File: config.mk
export PLATFORM = sky130hd
export DESIGN_NAME = alu_muldiv_sequencer_flat
export DESIGN_NICKNAME = d
export VERILOG_FILES = /design/src/rtl/alu_muldiv_sequencer_if.sv /design/src/rtl/alu_muldiv_sequencer.sv /design/src/flat_wrapper.sv
export SDC_FILE = /design/constraint.sdc
export NUM_CORES = 1
export LEC_CHECK = 0
export CAP_MARGIN = 30
export CELL_PAD_IN_SITES_DETAIL_PLACEMENT = 1
export CELL_PAD_IN_SITES_GLOBAL_PLACEMENT = 2
export CORE_MARGIN = 2
export CORE_UTILIZATION = 31
export CTS_BUF_LIST = sky130_fd_sc_hd__clkbuf_4
export DETAILED_ROUTE_END_ITERATION = 10
export MAX_ROUTING_LAYER = met4
export PLACE_DENSITY = 0.95
export SETUP_SLACK_MARGIN = 0.2
export SLEW_MARGIN = 20
export SYNTH_ARGS = -nofsm -noshare
export SYNTH_HDL_FRONTEND = slang
export SYNTH_SLANG_ARGS = --single-unit
File: constraint.sdc
create_clock -name clk -period 8.6 [get_ports clk]
set_input_delay 2.15 -clock clk [delete_from_list [all_inputs] [get_ports clk]]
set_output_delay 2.15 -clock clk [all_outputs]
set_load 0.02 [all_outputs]
File: src/rtl/alu_muldiv_sequencer_if.sv
`default_nettype none
`timescale 1ns / 1ps
// ============================================================================
// Module : alu_muldiv_sequencer_if
// Brief  : Request/result handshake and shared-ALU bus for the mul/div sequencer
// Rev    : 1.0
// ============================================================================
interface alu_muldiv_sequencer_if #(
  parameter int WIDTH = 32
);
  logic             start;
  logic [1:0]       func;
  logic [WIDTH-1:0] src_a;
  logic [WIDTH-1:0] src_b;
  logic             busy;
  logic             done;
  logic             stall;
  logic [WIDTH-1:0] result;
  logic [2:0]       alu_op;
  logic [WIDTH-1:0] alu_a;
  logic [WIDTH-1:0] alu_b;
  logic [WIDTH-1:0] alu_out;

  // slave is the sequencer; master is the pipeline/ALU side
  modport slave (
    input  start, func, src_a, src_b, alu_out,
    output busy, done, stall, result, alu_op, alu_a, alu_b
  );

  modport master (
    output start, func, src_a, src_b, alu_out,
    input  busy, done, stall, result, alu_op, alu_a, alu_b
  );
endinterface
`default_nettype wire

File: src/rtl/alu_muldiv_sequencer.sv
`default_nettype none
`timescale 1ns / 1ps
// ============================================================================
// Module : alu_muldiv_sequencer
// Brief  : MUL/DIVU/REMU by iterating the shared ALU once per cycle.
//          Divide support enabled by defining MULSEQ_DIV_EN.
// Rev    : 1.0
// ============================================================================
module alu_muldiv_sequencer #(
  parameter int WIDTH = 32,
  parameter int CNTW  = 6
) (
  input  wire logic             clk,
  input  wire logic             rst,
  alu_muldiv_sequencer_if.slave bus
);

  localparam logic [2:0]      C_OP_ADD = 3'b000;
  localparam logic [2:0]      C_OP_SUB = 3'b001;
  localparam logic [CNTW-1:0] C_LAST   = CNTW'(WIDTH - 1);
  localparam logic [CNTW-1:0] C_ONE    = CNTW'(1);

  typedef enum logic [1:0] {
    S_IDLE = 2'd0,
    S_RUN  = 2'd1,
    S_DONE = 2'd2
  } state_t;

  state_t           r_state;
  state_t           w_next;
  logic [CNTW-1:0]  r_cnt;
  logic             r_is_div;
  logic             r_busy;
  logic             r_done;
  logic [WIDTH-1:0] r_result;

  // r_acc: product accumulator / partial remainder
  // r_x  : multiplicand / divisor;  r_y: multiplier / quotient shift register
  logic [WIDTH-1:0] r_acc;
  logic [WIDTH-1:0] r_x;
  logic [WIDTH-1:0] r_y;

  logic [WIDTH-1:0] w_acc_nxt;
  logic [WIDTH-1:0] w_x_nxt;
  logic [WIDTH-1:0] w_y_nxt;
  logic [WIDTH-1:0] w_res_nxt;
  logic [2:0]       w_alu_op;
  logic [WIDTH-1:0] w_alu_a;
  logic [WIDTH-1:0] w_alu_b;
  logic             w_accept;
  logic             w_last;

`ifdef MULSEQ_DIV_EN
  logic             r_rem_sel;
  logic [WIDTH:0]   w_shift;
  logic             w_take;
`endif

  assign w_accept = (r_state == S_IDLE) && bus.start;
  assign w_last   = (r_state == S_RUN) && (r_cnt == C_LAST);

  always_ff @(posedge clk or posedge rst) begin
    if (rst) begin
      r_state <= S_IDLE;
    end else begin
      r_state <= w_next;
    end
  end

  always_comb begin
    w_next = r_state;
    case (r_state)
      S_IDLE:  if (bus.start) w_next = S_RUN;
      S_RUN:   if (r_cnt == C_LAST) w_next = S_DONE;
      S_DONE:  w_next = S_IDLE;
      default: w_next = S_IDLE;
    endcase
  end

  // ALU drive and per-iteration datapath; idle/done leave the ALU at add 0+0
  always_comb begin
    w_alu_op  = C_OP_ADD;
    w_alu_a   = '0;
    w_alu_b   = '0;
    w_acc_nxt = r_acc;
    w_x_nxt   = r_x;
    w_y_nxt   = r_y;
    w_res_nxt = '0;
`ifdef MULSEQ_DIV_EN
    w_shift   = {r_acc, r_y[WIDTH-1]};
    w_take    = w_shift[WIDTH] | (w_shift[WIDTH-1:0] >= r_x);
`endif
    if (r_state == S_RUN) begin
      if (!r_is_div) begin
        w_alu_a   = r_acc;
        w_alu_b   = r_y[0] ? r_x : '0;
        w_acc_nxt = bus.alu_out;
        w_x_nxt   = r_x << 1;
        w_y_nxt   = r_y >> 1;
      end
`ifdef MULSEQ_DIV_EN
      else begin
        w_alu_op = C_OP_SUB;
        w_alu_a  = w_shift[WIDTH-1:0];
        w_alu_b  = r_x;
        if (w_take) begin
          w_acc_nxt = bus.alu_out;
          w_y_nxt   = {r_y[WIDTH-2:0], 1'b1};
        end else begin
          w_acc_nxt = w_shift[WIDTH-1:0];
          w_y_nxt   = {r_y[WIDTH-2:0], 1'b0};
        end
      end
`endif
    end
    // without the divider a 1x request simply returns zero
    if (!r_is_div) begin
      w_res_nxt = w_acc_nxt;
    end
`ifdef MULSEQ_DIV_EN
    else if (r_rem_sel) begin
      w_res_nxt = w_acc_nxt;
    end else begin
      w_res_nxt = w_y_nxt;
    end
`endif
  end

  always_ff @(posedge clk or posedge rst) begin
    if (rst) begin
      r_cnt     <= '0;
      r_is_div  <= 1'b0;
      r_acc     <= '0;
      r_x       <= '0;
      r_y       <= '0;
      r_busy    <= 1'b0;
      r_done    <= 1'b0;
      r_result  <= '0;
`ifdef MULSEQ_DIV_EN
      r_rem_sel <= 1'b0;
`endif
    end else begin
      r_busy <= (w_next != S_IDLE);
      r_done <= (w_next == S_DONE);
      if (w_accept) begin
        r_cnt    <= '0;
        r_acc    <= '0;
        r_is_div <= bus.func[1];
`ifdef MULSEQ_DIV_EN
        r_rem_sel <= bus.func[0];
        if (bus.func[1]) begin
          r_x <= bus.src_b;
          r_y <= bus.src_a;
        end else begin
          r_x <= bus.src_a;
          r_y <= bus.src_b;
        end
`else
        r_x <= bus.src_a;
        r_y <= bus.src_b;
`endif
      end else if (r_state == S_RUN) begin
        r_cnt <= r_cnt + C_ONE;
        r_acc <= w_acc_nxt;
        r_x   <= w_x_nxt;
        r_y   <= w_y_nxt;
        if (w_last) begin
          r_result <= w_res_nxt;
        end
      end
    end
  end

  assign bus.busy   = r_busy;
  assign bus.done   = r_done;
  assign bus.result = r_result;
  assign bus.stall  = bus.start | r_busy;
  assign bus.alu_op = w_alu_op;
  assign bus.alu_a  = w_alu_a;
  assign bus.alu_b  = w_alu_b;

endmodule
`default_nettype wire

File: src/flat_wrapper.sv
// flat-port wrapper written by rule: the top's interface ports become plain ports
module alu_muldiv_sequencer_flat 
#(
  parameter int WIDTH = 32,
  parameter int CNTW  = 6
)
  (clk, rst, bus_start, bus_func, bus_src_a, bus_src_b, bus_alu_out, bus_busy, bus_done, bus_stall, bus_result, bus_alu_op, bus_alu_a, bus_alu_b);
  alu_muldiv_sequencer_if #(.WIDTH(WIDTH)) bus_i ();
  input  wire logic clk;
  input  wire logic rst;
  input wire logic [$bits(bus_i.start)-1:0] bus_start;
  input wire logic [$bits(bus_i.func)-1:0] bus_func;
  input wire logic [$bits(bus_i.src_a)-1:0] bus_src_a;
  input wire logic [$bits(bus_i.src_b)-1:0] bus_src_b;
  input wire logic [$bits(bus_i.alu_out)-1:0] bus_alu_out;
  output wire logic [$bits(bus_i.busy)-1:0] bus_busy;
  output wire logic [$bits(bus_i.done)-1:0] bus_done;
  output wire logic [$bits(bus_i.stall)-1:0] bus_stall;
  output wire logic [$bits(bus_i.result)-1:0] bus_result;
  output wire logic [$bits(bus_i.alu_op)-1:0] bus_alu_op;
  output wire logic [$bits(bus_i.alu_a)-1:0] bus_alu_a;
  output wire logic [$bits(bus_i.alu_b)-1:0] bus_alu_b;
  assign bus_i.start = bus_start;
  assign bus_i.func = bus_func;
  assign bus_i.src_a = bus_src_a;
  assign bus_i.src_b = bus_src_b;
  assign bus_i.alu_out = bus_alu_out;
  assign bus_busy = bus_i.busy;
  assign bus_done = bus_i.done;
  assign bus_stall = bus_i.stall;
  assign bus_result = bus_i.result;
  assign bus_alu_op = bus_i.alu_op;
  assign bus_alu_a = bus_i.alu_a;
  assign bus_alu_b = bus_i.alu_b;
  alu_muldiv_sequencer #(.WIDTH(WIDTH), .CNTW(CNTW)) u_core (.clk(clk), .rst(rst), .bus(bus_i));
endmodule
# Yosys cells after proc, flatten, opt, wreduce, memory -nomap -nowiden
# Cells that the tools add are included.
[totals] inputBits=101 output_inout_bits=102 reg_bits=139 word_cells=43
[op_classes] n_eq_ne=4 n_bitwise=2 add_sub_neg=1 n_reduce_logical=7 mux=20
[ops] cell="2-to-1 mux 32 bit" count=15
[ops] cell="2-to-1 mux 6 bit" count=2
[ops] cell="adder 6 x 1 -> 6 bit (second input constant)" count=1
[ops] cell="equality test 6 x 5 -> 1 bit (second input constant)" count=1
[ops] cell="2-to-1 mux 2 bit" count=2
[ops] cell="one-hot mux 2 bit (2 select lines)" count=1
[ops] cell="nonzero test 2 bit" count=2
[ops] cell="AND reduction 3 bit" count=1
[ops] cell="equality test 2 x 1 -> 1 bit (second input constant)" count=1
[ops] cell="equality test 2 bit (second input constant)" count=1
[ops] cell="logical AND 1 bit" count=2
[ops] cell="zero test 2 bit" count=1
[ops] cell="!= test 2 bit (second input constant)" count=1
[ops] cell="AND reduction 2 bit" count=1
[ops] cell="inverter 1 bit" count=1
[ops] cell="bitwise OR 1 bit" count=1

# Longest topological paths before layout
# Gate-level depths: netlist of run 1.
[logic_depth] depth_word=4 ltp_mapped=6 depth_no_buf=4

# Worst setup path before layout of run 1
# No wires, ideal clock.
[synth_path] path_type="input port to output port" startpoint="input port bus_start" endpoint="output port bus_stall" path_buffers=0 setup_slack_ns=3.963 cell_stages=1 arrival_time_ns=2.487 required_ns=6.450 path_cell_list="or2_2"
[synth_via] elab_chain_len=1
[synth_lines] element="from (decl)" line_no="flat_wrapper.sv:11" source="input wire logic [$bits(bus_i.start)-1:0] bus_start;"
[synth_lines] element="bitwise OR 1 bit" line_no="alu_muldiv_sequencer.sv:177" source="assign bus.stall = bus.start | r_busy;"
[synth_lines] element="to (decl)" line_no="flat_wrapper.sv:18" source="output wire logic [$bits(bus_i.stall)-1:0] bus_stall;"
# Every way passes these cells.

# Worst setup path in the final report of run 1
# Ends and elaborated chain as after synthesis.

==> results.txt, run 1 <==
commonest register cell after synthesis - dfrtp_1
CP max FO - 4
IO buf count - 198
Initial DRC Count - 228
routability cong. - 0.799
Final setup viols - 0
Overflow after GRT - 0
#FFs+latches synth - 139
Num CTS Buffers - 17
Worst-Skew Late Latency - 0.55 ns
asr flop ratio synth - 100%
DRC violations left - 0
setup TNS - 0 ns
Max clock buf depth - 2
drt wl/cell - 18.2 microns
Core Box Area - 0.0195 sq mm
Area growth syn-to-layout - 40.0%
die area - 0.0211 sq mm
number of H-tree levels - 4
combinational power share - 42.6%
CTS Hold Bufs - 0
total wire length - 18,800 microns
antenna viol nets, final - 0
vias post-DR - 5,111
clock network fraction of total power - 18.5%
register area share after synthesis - 56.4%
total power - 2.42 mW
initial antenna violation count - 1
worst path arrival time - 3.45 ns
Startpoint Class - input port
warnings from Yosys - 0
detailed placer's ending HPWL - 12,400 microns
Slew headroom - 46.9%
power per cell area - 281 mW/mm^2
WP data required - 6.45 ns
Worst-path clk slew - 0.12 ns
Initial Util - 31.6%
Via density - 4.96
part of the power in registers - 38.9%
DRT Pass-1 Iters - 4
Die Width - 145 microns
Global Route Usage Sum - 18.7%
Final #Nets - 854
Root Buffer - clkbuf_4
Fill cells - 2,205
fraction of layout cells with a size suffix above 1 - 9.15%
post-CTS setup buffer count - 0
max cap viols - 0
hold_ws - 0.497 ns
TritonCTS clock tree - done
leak pwr - 3.74 nW
number of global-route vias before repair - 5,462
number of clock sinks - 139
row count - 51
Sw Ratio - 38.9%
worst vdd ir - 0.107 mV
Final Hold Vio Count - 0
HP Class - flip-flop to flip-flop
Clock Skews - 0.0274 ns
Psw - 944 uW
Cell Area, Synth - 0.00617 sq mm
die height - 145 microns
Worst Setup End Kind - primary output
CTS resizes - 0
Int Power - 1.48 mW
Slew @ Worst Pin - 0.797 ns
FMAX - 179 MHz
Mean Syn Cell Area - 10.7 sq um
status - completed
I/O pins - 203
unique cell type count in the Yosys netlist - 37
minimum clock period - 5.60 ns
max-slew violations - 0
largest net degree at the start of global routing - 87
Cells after Synth - 576
Final Cycle Share - 65.1%
RSZ-0062 raised after global routing - false
count of flip-flops with a built-in enable after synthesis - 0
Crit Path Class - input port to primary output
first-pass GRT wire length - 30,700 microns
## synth_stat cells, types with 2 or more instances
master | instances | area (sq um)
and2_1 | 32 | 200
nor4_1 | 31 | 194
o22ai_1 | 62 | 388
buf_2 | 15 | 75.1
a21oi_1 | 62 | 310
clkbuf_1 | 21 | 78.8
or3b_1 | 2 | 17.5
nor3b_1 | 3 | 22.5
dfrtp_1 | 139 | 3480
inv_1 | 64 | 240
mux2_1 | 10 | 113
mux2_2 | 22 | 248
buf_6 | 4 | 45.0
o21ai_0 | 4 | 20.0
buf_4 | 3 | 22.5
nor2b_1 | 33 | 206
nand2_1 | 7 | 26.3
a22o_1 | 35 | 307
buf_1 | 9 | 33.8
## cells in the final DEF (no fill, tap or decap), types with 2 or more instances in the layout
| master | count |
|---|---|
| a22o_1 | 35 |
| clkinv_4 | 3 |
| conb_1 | 3 |
| nor2b_1 | 33 |
| o21ai_0 | 4 |
| inv_6 | 5 |
| nor3b_1 | 3 |
| clkbuf_4 | 17 |
| mux2_2 | 22 |
| and2_1 | 32 |
| clkdlybuf4s50_1 | 198 |
| o22ai_1 | 62 |
| nor4_1 | 31 |
| nand2_1 | 7 |
| inv_1 | 63 |
| clkinv_1 | 2 |
| clkinvlp_4 | 3 |
| buf_4 | 7 |
| or3b_2 | 2 |
| a21oi_1 | 62 |
| mux2_1 | 10 |
| dfrtp_1 | 138 |
| bufinv_16 | 2 |
## critical path, cell delays in order
cell and delay [ns]:
clkdlybuf4s50_1 0.45, or2_2 0.31, clkdlybuf4s50_1 0.54
## layer usage
metal  wire length (microns)  share of wire (%)  vias to the layer above  global-route usage [%]
met5                       0                  0                        -                       -
met4                     401                2.1                        0                    6.03
met3                     551                2.9                       31                    3.40
met2                    9650                 51                      114                    31.3
met1                    8170                 44                     2584                    23.0
li1                        -                  -                     2382                       -
## through the flow
| stage | utilization [%] | setup slack, ns | std cells | instance area (sq um) |
|---|---|---|---|---|
| final | 44.2 | 3.00 | 1031 | 8640 |
| after global routing | 44.2 | 2.93 | 1031 | 8640 |
| after CTS | 44.2 | 2.99 | 1030 | 8640 |
| after detailed placement | 42.7 | 2.99 | 998 | 8350 |
| after global placement | 42.5 | 2.99 | 996 | 8310 |
| after floorplan | - | 2.73 | 578 | 6180 |
## sequential cells by signal, summed over array words and instances, names as in the netlist
name and count:
u_core.bus.busy 1, u_core.bus.done 1, u_core.bus.result 32, u_core.r_acc 32, u_core.r_cnt 6, u_core.r_is_div 1, u_core.r_state 2, u_core.r_x 32
u_core.r_y 32
## path summary, 6_finish.rpt
check                                         to                  start  cells past startpoint  slack, ns
max                                    bus_stall              bus_start                      3       3.00
min                        u_core.bus.result[25]  u_core.bus.result[25]                      1       0.50
max reg2reg                     u_core.r_acc[25]        u_core.r_is_div                      4       6.53
min reg2reg                u_core.bus.result[25]  u_core.bus.result[25]                      1       0.50
max in group asynchronous          u_core.r_x[2]                    rst                      3       5.21
min in group asynchronous       u_core.r_acc[21]                    rst                      2       2.14
## cell families after synthesis
family          count (synthesis)  synth area share, %
other cells                     1               0.0608
mux                            33                 6.00
compound gates                169                 17.4
flops                         139                 56.4
buf+inv                       116                 8.03
simple gates                  117                 12.0
fa+ha+maj                       1                0.203
## power groups by stage
stage               Combinational, mW  Clock, mW  Sequential (mW)
finish                           1.03      0.448            0.944
global route                     1.13      0.493            0.969
CTS                              1.04      0.468            0.944
detailed placement               1.04          0            0.955
global placement                 1.00          0            0.947
floorplan                       0.619          0            0.927
## layout make-up
class / count / area (sq um) / area share (%)
Tap cell: 265 / 332 / 3.84
Timing Repair Buffer: 207 / 2070 / 24.0
Antenna cell: 1 / 2.50 / 0.0290
Clock buffer: 17 / 128 / 1.48
Inverter: 64 / 245 / 2.84
Sequential cell: 139 / 3480 / 40.3
Clock inverter: 15 / 163 / 1.88
Multi-Input combinational cell: 323 / 2220 / 25.7
Note: power is estimated with default switching activity, not from simulation.
==> run 2, diff against run 1 <==
--- a/config.mk
+++ b/config.mk
@@ -9,11 +9,11 @@
 export CELL_PAD_IN_SITES_DETAIL_PLACEMENT = 1
 export CELL_PAD_IN_SITES_GLOBAL_PLACEMENT = 2
 export CORE_MARGIN = 2
-export CORE_UTILIZATION = 31
+export CORE_UTILIZATION = 26
 export CTS_BUF_LIST = sky130_fd_sc_hd__clkbuf_4
 export DETAILED_ROUTE_END_ITERATION = 10
 export MAX_ROUTING_LAYER = met4
-export PLACE_DENSITY = 0.95
+export PLACE_DENSITY = 0.86
 export SETUP_SLACK_MARGIN = 0.2
 export SLEW_MARGIN = 20
 export SYNTH_ARGS = -nofsm -noshare
==> constraint.sdc (replaced) <==
create_clock -name clk -period 4.9 [get_ports clk]
set_input_delay 1.225 -clock clk [delete_from_list [all_inputs] [get_ports clk]]
set_output_delay 1.225 -clock clk [all_outputs]
set_load 0.02 [all_outputs]
==> run 2 against run 1 <==
  * Register-to-register slack got worse by 3.8 ns
  * Final cell count increased by 5.5%
  * Clock skew decreased by 0.0023 ns
==> results.txt, run 2 (synthesized netlist as in run 1, its figures left out) <==
status - completed
max-slew violations - 0
Initial DRC Count - 241
setup TNS - 0 ns
area of the multi-input gates - 0.00222 sq mm
Final Hold Vio Count - 0
IO buf count - 198
number of global-route vias before repair - 5,438
Reg-to-Reg Start - u_core.r_is_div
vias post-DR - 5,082
Max clock buf depth - 2
post-route cell area - 0.00874 sq mm
reg2reg setup slack - 2.70 ns
HP Class - flip-flop to flip-flop
Final setup viols - 0
CTS resizes - 0
antenna viol nets, final - 0
Clock Skews - 0.0251 ns
commonest cells after routing, fill and taps aside - 198 x clkdlybuf4s50_1, 138 x dfrtp_1, 63 x inv_1
Crit Path Class - flip-flop to primary output
Final Cycle Share - 80.5%
Initial Util - 26.4%
Slew headroom - 44.5%
Area growth syn-to-layout - 41.6%
Die Width - 158 microns
Final #Nets - 857
Via density - 4.67
TritonCTS clock tree - done
I/O pins - 203
row count - 56
die height - 158 microns
commonest non-fill, non-tap cell in the layout - clkdlybuf4s50_1
Startpoint Class - flip-flop
worst vdd ir - 0.157 mV
Slew @ Worst Pin - 0.832 ns
leak pwr - 3.75 nW
Worst-path clk slew - 0.13 ns
Global Route Usage Sum - 15.8%
routability cong. - 0.724
CP max FO - 37
CTS Hold Bufs - 0
DRT Pass-1 Iters - 4
RSZ-0062 raised after global routing - false
Fill cells - 2,653
FMAX - 254 MHz
drt wl/cell - 17.5 microns
largest net degree at the start of global routing - 84
power per cell area - 488 mW/mm^2
min-delay src - u_core.bus.result[24]
die area - 0.0250 sq mm
number of clock sinks - 139
total power - 4.26 mW
fraction of layout cells with a size suffix above 1 - 9.64%
Worst-Skew Late Latency - 0.54 ns
max cap viols - 0
Overflow after GRT - 0
FF+latch area - 0.00348 sq mm
Critical Path Source - u_core.r_is_div
post-CTS setup buffer count - 0
worst path arrival time - 2.72 ns
total wire length - 19,000 microns
Layout Cells excl Fill - 1,088
Num CTS Buffers - 17
WP data required - 3.67 ns
dpl cell area - 0.00844 sq mm
dpl cells - 1,055
Core Box Area - 0.0234 sq mm
number of H-tree levels - 4
Worst Setup End Kind - primary output
Root Buffer - clkbuf_4
DRC violations left - 0
initial antenna violation count - 1
minimum clock period - 3.94 ns
detailed placer's ending HPWL - 12,500 microns
first-pass GRT wire length - 30,100 microns
[run 2: area by class of cell]
| class | count | area share (%) |
|---|---|---|
| multi-input combinational | 323 | 25.4 |
| antenna | 1 | 0.0286 |
| tap | 319 | 4.57 |
| clock inverter | 15 | 1.85 |
| clock buffer | 17 | 1.46 |
| inverter | 64 | 2.79 |
| timing repair buffer | 210 | 24.1 |
| sequential | 139 | 39.8 |
[run 2: layer usage]
metal  up-vias  GRT usage (%)  part of all wire, %
met1      2574           20.0                   44
met2       109           26.5                   52
li1       2386              -                    -
met3        13           2.71                  3.0
met5         -              -                    0
met4         0           4.03                  1.3
[run 2: path summary, 6_finish.rpt]
check / endpoint / cells after the start
max: bus_alu_a[21] / 4
min: u_core.bus.result[24] / 1
max reg2reg: u_core.r_x[17] / 4
min reg2reg: u_core.bus.result[24] / 1
max in group asynchronous: u_core.r_is_div / 3
min in group asynchronous: u_core.r_acc[16] / 2
[run 2: metrics by stage]
step	hold slack, ns	util [%]	worst slack, ns
floorplan	0.452	-	1.94
global placement	0.467	35.9	1.11
detailed placement	0.474	36.1	1.10
CTS	0.508	37.3	0.827
global route	0.525	37.3	0.723
finish	0.499	37.3	0.957
[run 2: critical path, stage by stage, from the launching register on]
cell             delay (ns)
dfrtp_2                0.72
nor2_4                 0.31
buf_4                  0.33
and2_1                 0.18
clkdlybuf4s50_1        0.64
[run 2: power breakdown]
part / switching [mW] / internal, mW / leakage, nW / total (mW)
combinational: 0.980 / 0.833 / 2.01 / 1.81
sequential: 0.204 / 1.46 / 1.59 / 1.66
clock: 0.473 / 0.311 / 0.148 / 0.784
total: 1.66 / 2.60 / 3.75 / 4.26
